--- config.mk ---
export PLATFORM = sky130hd
export DESIGN_NAME = branch_resolve_ctrl
export DESIGN_NICKNAME = d
export VERILOG_FILES = /design/src/rtl/branch_resolve_ctrl_pkg.sv /design/src/rtl/branch_cond.sv /design/src/rtl/branch_resolve_ctrl.sv
export SDC_FILE = /design/constraint.sdc
export NUM_CORES = 1
export LEC_CHECK = 0
export CORE_MARGIN = 1.5
export CORE_UTILIZATION = 50
export CTS_CLUSTER_SIZE = 14
export DETAILED_ROUTE_END_ITERATION = 16
export PLACE_DENSITY_LB_ADDON = 0.3
export SYNTH_ARGS = -nofsm -noshare
export SYNTH_HDL_FRONTEND = slang
export SYNTH_SLANG_ARGS = --single-unit
export TNS_END_PERCENT = 50
--- constraint.sdc ---
create_clock -name clk -period 7.8 [get_ports clk]
set_input_delay 1.17 -clock clk [delete_from_list [all_inputs] [get_ports clk]]
set_output_delay 1.17 -clock clk [all_outputs]
set_load 0.005 [all_outputs]
--- src/rtl/branch_resolve_ctrl_pkg.sv ---
// rtl/branch_resolve_ctrl_pkg.sv - opcode/REGIMM constants and decode helpers for the ID branch controller
package branch_resolve_ctrl_pkg;

    localparam logic [5:0] OP_REGIMM = 6'h01;
    localparam logic [5:0] OP_BEQ    = 6'h04;
    localparam logic [5:0] OP_BNE    = 6'h05;
    localparam logic [5:0] OP_BLEZ   = 6'h06;
    localparam logic [5:0] OP_BGTZ   = 6'h07;

    localparam logic [4:0] RT_BLTZ   = 5'h00;
    localparam logic [4:0] RT_BGEZ   = 5'h01;
    localparam logic [4:0] RT_BLTZAL = 5'h10;
    localparam logic [4:0] RT_BGEZAL = 5'h11;

    function automatic logic is_regimm_branch(input logic [4:0] rt);
        return (rt == RT_BLTZ) || (rt == RT_BGEZ) || (rt == RT_BLTZAL) || (rt == RT_BGEZAL);
    endfunction

    function automatic logic is_branch_op(input logic [5:0] op, input logic [4:0] rt);
        return (op == OP_BEQ) || (op == OP_BNE) || (op == OP_BLEZ) || (op == OP_BGTZ) ||
               ((op == OP_REGIMM) && is_regimm_branch(rt));
    endfunction

    function automatic logic [31:0] branch_target(input logic [31:0] pc_plus4, input logic [15:0] imm);
        return pc_plus4 + {{14{imm[15]}}, imm, 2'b00};
    endfunction

endpackage

--- src/rtl/branch_cond.sv ---
// rtl/branch_cond.sv - branch condition equations, shared between ID and a future EX resolver
module branch_cond
    import branch_resolve_ctrl_pkg::*;
(
    input  logic [31:0] a,
    input  logic [31:0] b,
    input  logic [5:0]  op,
    input  logic [4:0]  rt,
    output logic        take
);

    logic a_zero;
    logic regimm;

    always_comb begin
        a_zero = (a == 32'd0);
        regimm = (op == OP_REGIMM);
        take   = ((op == OP_BEQ)  && (a == b)) ||
                 ((op == OP_BNE)  && (a != b)) ||
                 ((op == OP_BGTZ) && !a[31] && !a_zero) ||
                 ((op == OP_BLEZ) && (a[31] || a_zero)) ||
                 (regimm && ((rt == RT_BGEZ) || (rt == RT_BGEZAL)) && !a[31]) ||
                 (regimm && ((rt == RT_BLTZ) || (rt == RT_BLTZAL)) && a[31]);
    end

endmodule

--- src/rtl/branch_resolve_ctrl.sv ---
// rtl/branch_resolve_ctrl.sv - decode-stage branch resolve: operand stall, redirect handshake,
// delay-slot tracking, AL link write and saturating taken/not-taken statistics
module branch_resolve_ctrl
    import branch_resolve_ctrl_pkg::*;
#(
    parameter int CNT_W = 16
) (
    input  logic             clk,
    input  logic             rst,
    input  logic             id_valid,
    input  logic [5:0]       id_op,
    input  logic [4:0]       id_rt,
    input  logic [15:0]      id_imm,
    input  logic [31:0]      id_pc_plus4,
    input  logic [31:0]      rs_data,
    input  logic [31:0]      rt_data,
    input  logic             rs_ready,
    input  logic             rt_ready,
    input  logic             if_ack,
    output logic             stall_d,
    output logic             redirect_valid,
    output logic [31:0]      redirect_pc,
    output logic             link_we,
    output logic [31:0]      link_data,
    output logic             ds_err,
    output logic [CNT_W-1:0] taken_cnt,
    output logic [CNT_W-1:0] nt_cnt
);

    typedef enum logic [1:0] {
        ST_IDLE      = 2'd0,
        ST_WAIT_OPND = 2'd1,
        ST_REDIRECT  = 2'd2
    } state_e;

    localparam logic [CNT_W-1:0] CNT_ONE = {{(CNT_W-1){1'b0}}, 1'b1};

    state_e           state_q, state_d;
    logic             ds_flag_q, ds_flag_d;
    logic             redirect_valid_q, redirect_valid_d;
    logic [31:0]      redirect_pc_q, redirect_pc_d;
    logic             link_we_q, link_we_d;
    logic [31:0]      link_data_q, link_data_d;
    logic             ds_err_q, ds_err_d;
    logic [CNT_W-1:0] taken_cnt_q, taken_cnt_d;
    logic [CNT_W-1:0] nt_cnt_q, nt_cnt_d;

    logic   is_br, real_br, ds_hit, needs_rt, opnd_ok;
    logic   redirect_blocked, accept, take, is_al;
    state_e free_next;

    branch_cond u_cond (
        .a    (rs_data),
        .b    (rt_data),
        .op   (id_op),
        .rt   (id_rt),
        .take (take)
    );

    always_comb begin
        is_br    = id_valid && is_branch_op(id_op, id_rt);
        // A branch sitting in a delay slot is never evaluated, so it neither waits nor stalls.
        real_br  = is_br && !ds_flag_q;
        ds_hit   = is_br && ds_flag_q;
        needs_rt = (id_op == OP_BEQ) || (id_op == OP_BNE);
        opnd_ok  = rs_ready && (rt_ready || !needs_rt);
        is_al    = (id_op == OP_REGIMM) && ((id_rt == RT_BLTZAL) || (id_rt == RT_BGEZAL));

        redirect_blocked = (state_q == ST_REDIRECT) && !if_ack;
        accept           = real_br && opnd_ok && !redirect_blocked;
        stall_d          = (real_br && !opnd_ok) || (real_br && redirect_blocked);

        if (accept) begin
            free_next = take ? ST_REDIRECT : ST_IDLE;
        end else if (real_br) begin
            free_next = ST_WAIT_OPND;
        end else begin
            free_next = ST_IDLE;
        end
    end

    always_comb begin
        state_d        = state_q;
        ds_flag_d      = ds_flag_q;
        redirect_pc_d  = redirect_pc_q;
        link_we_d      = 1'b0;
        link_data_d    = link_data_q;
        ds_err_d       = ds_hit;
        taken_cnt_d    = taken_cnt_q;
        nt_cnt_d       = nt_cnt_q;

        unique case (state_q)
            ST_IDLE, ST_WAIT_OPND: state_d = free_next;
            ST_REDIRECT:           state_d = if_ack ? free_next : ST_REDIRECT;
            default:               state_d = ST_IDLE;
        endcase

        redirect_valid_d = (state_d == ST_REDIRECT);

        if (accept) begin
            ds_flag_d = 1'b1;
            if (take) begin
                redirect_pc_d = branch_target(id_pc_plus4, id_imm);
                if (taken_cnt_q != {CNT_W{1'b1}}) taken_cnt_d = taken_cnt_q + CNT_ONE;
            end else begin
                if (nt_cnt_q != {CNT_W{1'b1}}) nt_cnt_d = nt_cnt_q + CNT_ONE;
            end
            if (is_al) begin
                link_we_d   = 1'b1;
                link_data_d = id_pc_plus4 + 32'd4;
            end
        end else if (id_valid && !stall_d) begin
            ds_flag_d = 1'b0;
        end
    end

    always_ff @(posedge clk or posedge rst) begin
        if (rst) begin
            state_q          <= ST_IDLE;
            ds_flag_q        <= 1'b0;
            redirect_valid_q <= 1'b0;
            redirect_pc_q    <= 32'd0;
            link_we_q        <= 1'b0;
            link_data_q      <= 32'd0;
            ds_err_q         <= 1'b0;
            taken_cnt_q      <= '0;
            nt_cnt_q         <= '0;
        end else begin
            state_q          <= state_d;
            ds_flag_q        <= ds_flag_d;
            redirect_valid_q <= redirect_valid_d;
            redirect_pc_q    <= redirect_pc_d;
            link_we_q        <= link_we_d;
            link_data_q      <= link_data_d;
            ds_err_q         <= ds_err_d;
            taken_cnt_q      <= taken_cnt_d;
            nt_cnt_q         <= nt_cnt_d;
        end
    end

    assign redirect_valid = redirect_valid_q;
    assign redirect_pc    = redirect_pc_q;
    assign link_we        = link_we_q;
    assign link_data      = link_data_q;
    assign ds_err         = ds_err_q;
    assign taken_cnt      = taken_cnt_q;
    assign nt_cnt         = nt_cnt_q;

endmodule

After elaboration in Yosys (flattened, before gate mapping):

Cells that the tools add are included.

* register bits: 102
* input bits: 129
* output and inout bits: 100
* word-level logic and storage cells: 94

* add/subtract/negate cells: 4
* equal/unequal tests: 15
* mux-type cells: 9
* bitwise operators: 1
* reduce and logical (&&, ||, !) cells: 56

Operators by type and width (count)
* $add 16x1->16 const B: 2
* $add 32x3->32 const B: 1
* $add 32x32->32: 1
* $eq 32x32->1: 1
* $logic_not 32->1: 1
* $ne 16x16->1 const B: 2
* $ne 32x32->1: 1
* $eq 6x3->1 const B: 4
* $logic_and 1x1->1: 21
* $logic_or 1x1->1: 18
* $eq 5x5->1 const B: 2
* $logic_not 1->1: 8
* $eq 6x1->1 const B: 1
* $mux 2: 3
* $reduce_and 3->1: 2
* $eq 5x1->1 const B: 1
* $logic_not 5->1: 1
* $mux 1: 5
* $eq 2x2->1 const B: 2
* $pmux 2 s2: 1
* $reduce_and 2->1: 2
* $eq 2x1->1 const B: 1
* $logic_not 2->1: 1
* $reduce_bool 2->1: 1
* 2 further kinds: 2

Depth between registers and ports, before layout:

* word-level depth: 14
* depth in mapped cells: 12
* mapped depth without buffers: 12

Cells and area by module:

From an unflattened synthesis, not the netlist that was laid out.

* cell total of the unflattened synthesis: 752
* area, all modules: 6720.2 µm²

Modules (own cells, without submodules)
* branch_resolve_ctrl: instances 1, cells each 684, area each 6197.2 µm², sequential area each 2552.4 µm²
* branch_cond: instances 1, cells each 68, area each 523.0 µm², sequential area each 0.0 µm²

Worst setup path before layout:

No wires, ideal clock.

* kind: input to register
* from: input port id_imm[15]
* to: register redirect_pc_q[27] (netlist: redirect_pc[27])
* setup time: 130 ps
* arrival: 3156 ps
* required time: 7670 ps
* path slack: 4515 ps
* stages on the path: 10
* path buffers: 0
* cells stage by stage: ha_1 -> a211oi_1 -> o21ai_0 -> a221o_1 -> or3_1 -> o21a_1 -> and3_1 -> o21ai_1 -> xor2_1 -> o21ai_1

* cells in the longest elaborated chain, start to end: 1

Ends and longest elaborated chain
* from (decl): RTL line branch_resolve_ctrl.sv:13 `input logic [15:0] id_imm,`
* $add 32x32->32: RTL line branch_resolve_ctrl_pkg.sv:25 `return pc_plus4 + {{14{imm[15]}}, imm, 2'b00};`
* to (signal assigned): RTL line branch_resolve_ctrl.sv:132 `redirect_pc_q <= redirect_pc_d;`
* to (decl): RTL line branch_resolve_ctrl.sv:41 `logic [31:0] redirect_pc_q, redirect_pc_d;`

No other way between the ends.
A chain may end at the register's enable or synchronous reset.

Worst setup path after layout:

* from: input port id_op[3]
* to: output port stall_d

* cells in the longest elaborated chain, start to end: 9
* elaborated cells between the ends (all ways): 19
* those cells by class: eq/ne: 5; reduce/logical: 14

Ends and longest elaborated chain
* from (decl): RTL line branch_resolve_ctrl.sv:11 `input logic [5:0] id_op,`
* $eq 6x3->1: RTL line branch_resolve_ctrl_pkg.sv:20, branch_resolve_ctrl.sv:65
* $logic_or 1x1->1: RTL line branch_resolve_ctrl_pkg.sv:20, branch_resolve_ctrl.sv:65
* $logic_or 1x1->1 (3 in series): RTL line branch_resolve_ctrl_pkg.sv:20 `return (op == OP_BEQ) || (op == OP_BNE) || (op == OP_BLEZ) || (op == OP_BGTZ) ||`
* $logic_and 1x1->1: RTL line branch_resolve_ctrl.sv:61 `is_br = id_valid && is_branch_op(id_op, id_rt);`
* $logic_and 1x1->1: RTL line branch_resolve_ctrl.sv:63 `real_br = is_br && !ds_flag_q;`
* $logic_and 1x1->1: RTL line branch_resolve_ctrl.sv:71 `stall_d = (real_br && !opnd_ok) || (real_br && redirect_blocked);`
* $logic_or 1x1->1 (*): RTL line branch_resolve_ctrl.sv:71
* to (decl): RTL line branch_resolve_ctrl.sv:20 `output logic stall_d,`

Every way passes the cells marked *; elsewhere a longest branch is shown, timed or not.

==> results.sh <==
export IMPL_clkSinkCount=102
export IMPL_synth_edf_count=0
export IMPL_syn_area_sq_um=6450
export IMPL_num_rows=41
export IMPL_cap_violations=0
export IMPL_insertion_delay_ns=0.35
export IMPL_die_w_um=116.6
export IMPL_syn_inst=694
export IMPL_ys_warn_count=0
export IMPL_relSlewSlack_pct=43.14
export IMPL_drv_slew=0
export IMPL_clk_pin_slew_ns=0.07
export IMPL_setup_viol=0
export IMPL_required_ns=6.63
export IMPL_grt_pass1_vias=5595
export IMPL_htreeDepth=3
export IMPL_syn_to_final_growth_pct=42.10
export IMPL_fin_nets=1077
export IMPL_async_flop_share_pct=100.0
export IMPL_p_leak_nw=3.938
export IMPL_tns_ns=0
export IMPL_drive_gt1_share_pct=4.674
export IMPL_core_sq_um=12620
export IMPL_synth_ff_type="dfrtp_1"
export IMPL_ys_top_cells_by_area="dfrtp_1 (40%), xor2_1 (9.8%), ha_1 (6.2%), xnor2_1 (6.1%), nand2_1 (4.3%)"
export IMPL_crit_family="buffers and inverters"
export IMPL_grt_pass1_wl_mm=27.98
export IMPL_max_clock_freq_mhz=236.3
export IMPL_holdBufCountCts=0
export IMPL_grt_max_degree=70
export IMPL_drtIter0Drc=345
export IMPL_irDropWorstVdd_uv=101.5
export IMPL_rsz0062_at_grt="false"
export IMPL_fin_crit_ns=4.231
export IMPL_end_kind="output port"
export IMPL_firstDrtPassIters=5
export IMPL_place_hpwl_mm=13.83
export IMPL_dieArea_sq_um=13590
export IMPL_path_max_fanout=5
export IMPL_place_area_sq_um=8851
export IMPL_synth_cell_types=58
export IMPL_detail_route_vias_per_cell=5.386
export IMPL_wirelength_mm=17.64
export IMPL_timing_worst_setup_path_type="primary input to output port"
export IMPL_min_path_type="flip-flop to flip-flop"
export IMPL_io_buffers=228
export IMPL_worst_pin_slew_ns=0.8528
export IMPL_gp_congestion=0.9268
export IMPL_ys_seq_elements=102
export IMPL_fin_crit_sh_pct=54.25
export IMPL_synth_top_cell_area_share_pct=39.57
export IMPL_drt_antenna_violating_nets=0
export IMPL_cts_root_buf="clkbuf_16"
export IMPL_cp_slowest_cell="clkdlybuf4s50_1"
export IMPL_yosysTopAreaCell="dfrtp_1"
export IMPL_crit_path_frequent_cell="clkdlybuf4s50_1"
export IMPL_antenna_cells=0
export IMPL_cts_resized=0
export IMPL_critPathBufInv=2
export IMPL_fin_area_sq_um=9165
export IMPL_skew_ns=0.01128
export IMPL_num_vias=5881
export IMPL_utilization_pct=72.63
export IMPL_grt_overflow=0
export IMPL_hold_violations=0
export IMPL_antenna_found_initial=0
export IMPL_post_route_drc_count=0
export IMPL_cts_tree="yes"
export IMPL_cts_made_buffers=9
export IMPL_worstPathArrival_ns=3.06
export IMPL_post_cts_buffers=0
export IMPL_path_cells="clkdlybuf4s50_1, nor3_2, nand2_1, nor3_1, nor2b_1, clkdlybuf4s50_1"
export IMPL_start_kind="primary input"
export IMPL_start_util_pct=51.11
export IMPL_boundaryPins=229
export IMPL_synth_most_common_cell="dfrtp_1"
export IMPL_power_density_nw_per_um2=141.9
export IMPL_die_h_um=116.6
export IMPL_max_clock_path_buffers=2
export IMPL_wl_per_cell_um=16.15
export IMPL_ys_seq_area_share_pct=39.57
export IMPL_status="complete, no violations"
export IMPL_syn_area_per_cell_sq_um=9.294
export IMPL_synthesis_nets=856
export IMPL_synth_common_cells="dfrtp_1 (102), nand2_1 (74), xor2_1 (72), a21oi_1 (53)"
export IMPL_grtUsageTotal_pct=26.56
export IMPL_cpPeakStageDelay_ns=0.54
==> cell families (layout without fill, tap and decap cells) <==
group / after synthesis / in the layout / share of synthesized area, %
muxes: 7 / 7 / 1.203
DFF: 102 / 102 / 39.57
and+or+nand+nor: 255 / 255 / 20.68
buffers and inverters: 32 / 258 / 2.483
AOI/OAI and AO/OA: 148 / 148 / 13.66
adders and majority gates: 33 / 33 / 6.518
xor gates and xnor gates: 117 / 117 / 15.89
==> placed cells by master, fill, tap and decap left out, types with 4 or more instances in the layout <==
| master | n |
|---|---|
| clkbuf_16 | 9 |
| o21ai_1 | 5 |
| xnor2_1 | 45 |
| and4_1 | 5 |
| mux2_2 | 5 |
| o31ai_1 | 5 |
| a31oi_1 | 7 |
| nand4_1 | 17 |
| nor2_1 | 45 |
| a21o_1 | 10 |
| nor3_1 | 7 |
| nand3_1 | 31 |
| xor2_1 | 72 |
| a21oi_1 | 53 |
| nand2_1 | 74 |
| nor4_1 | 18 |
| dfrtp_1 | 102 |
| ha_1 | 32 |
| o21bai_1 | 4 |
| o21a_1 | 7 |
| and3_1 | 20 |
| o21ai_0 | 40 |
| nand2b_1 | 7 |
| inv_1 | 11 |
| clkdlybuf4s50_1 | 228 |
| and2_1 | 6 |
==> metal layers <==
layer | vias to the layer above | GRT usage [%] | share of wire [%]
met1 | 2758 | 36.47 | 46
met3 | 28 | 5.968 | 6.5
met2 | 189 | 42.27 | 45
met4 | 0 | 7.952 | 2.0
li1 | 2906 | - | -
met5 | - | 0 | 0
==> worst paths after layout <==
path | slack, ns | from | endpoint | cells after the start
setup / recovery | 3.57 | id_op[3] | stall_d | 6
hold / removal | 0.48 | redirect_pc[15] | redirect_pc[15] | 2
setup reg to reg | 5.08 | state_q[1] | taken_cnt[14] | 9
hold reg to reg | 0.48 | redirect_pc[15] | redirect_pc[15] | 2
max in group asynchronous | 5.41 | rst | link_data[25] | 3
min in group asynchronous | 1.18 | rst | nt_cnt[7] | 2
==> worst min-delay path, cell delays in order, from the launching register on <==
cell	delay (ns)
dfrtp_1	0.34
nand2_1	0.05
o31ai_1	0.05
==> sequential cells by signal, indices dropped and copies added, names as in the netlist <==
signal          cells
ds_err              1
ds_flag_q           1
link_data          32
link_we             1
nt_cnt             16
redirect_pc        32
redirect_valid      1
state_q             2
taken_cnt          16
==> where the power goes <==
part | leakage, nW | internal [W] | switching (W)
Sequential | 1.41 | 0.000537 | 0.0000112
Combinational | 2.37 | 0.000145 | 0.000132
Clock | 0.152 | 0.000257 | 0.000218
==> metrics by stage <==
| stage | hold WS (ns) | power, W | instances | worst slack, ns |
|---|---|---|---|---|
| floorplan | 0.4628 | 0.0006969 | 694 | 3.955 |
| global placement | 0.4534 | 0.0008290 | 1076 | 3.506 |
| detailed placement | 0.4590 | 0.0008328 | 1076 | 3.383 |
| CTS | 0.4766 | 0.001312 | 1092 | 3.559 |
| global route | 0.5081 | 0.001363 | 1092 | 3.417 |
| finish | 0.4764 | 0.001300 | 1092 | 3.569 |
==> area by class of cell <==
cell class | instances | area, sq um
Clock buffer | 9 | 225.2
Tap cell | 172 | 215.2
Fill cell | 1031 | 3455
Clock inverter | 7 | 88.84
Inverter | 12 | 47.55
Timing Repair Buffer | 230 | 2297
Multi-Input combinational cell | 560 | 3739
Sequential cell | 102 | 2552
Power figures use the tool's default switching activity.
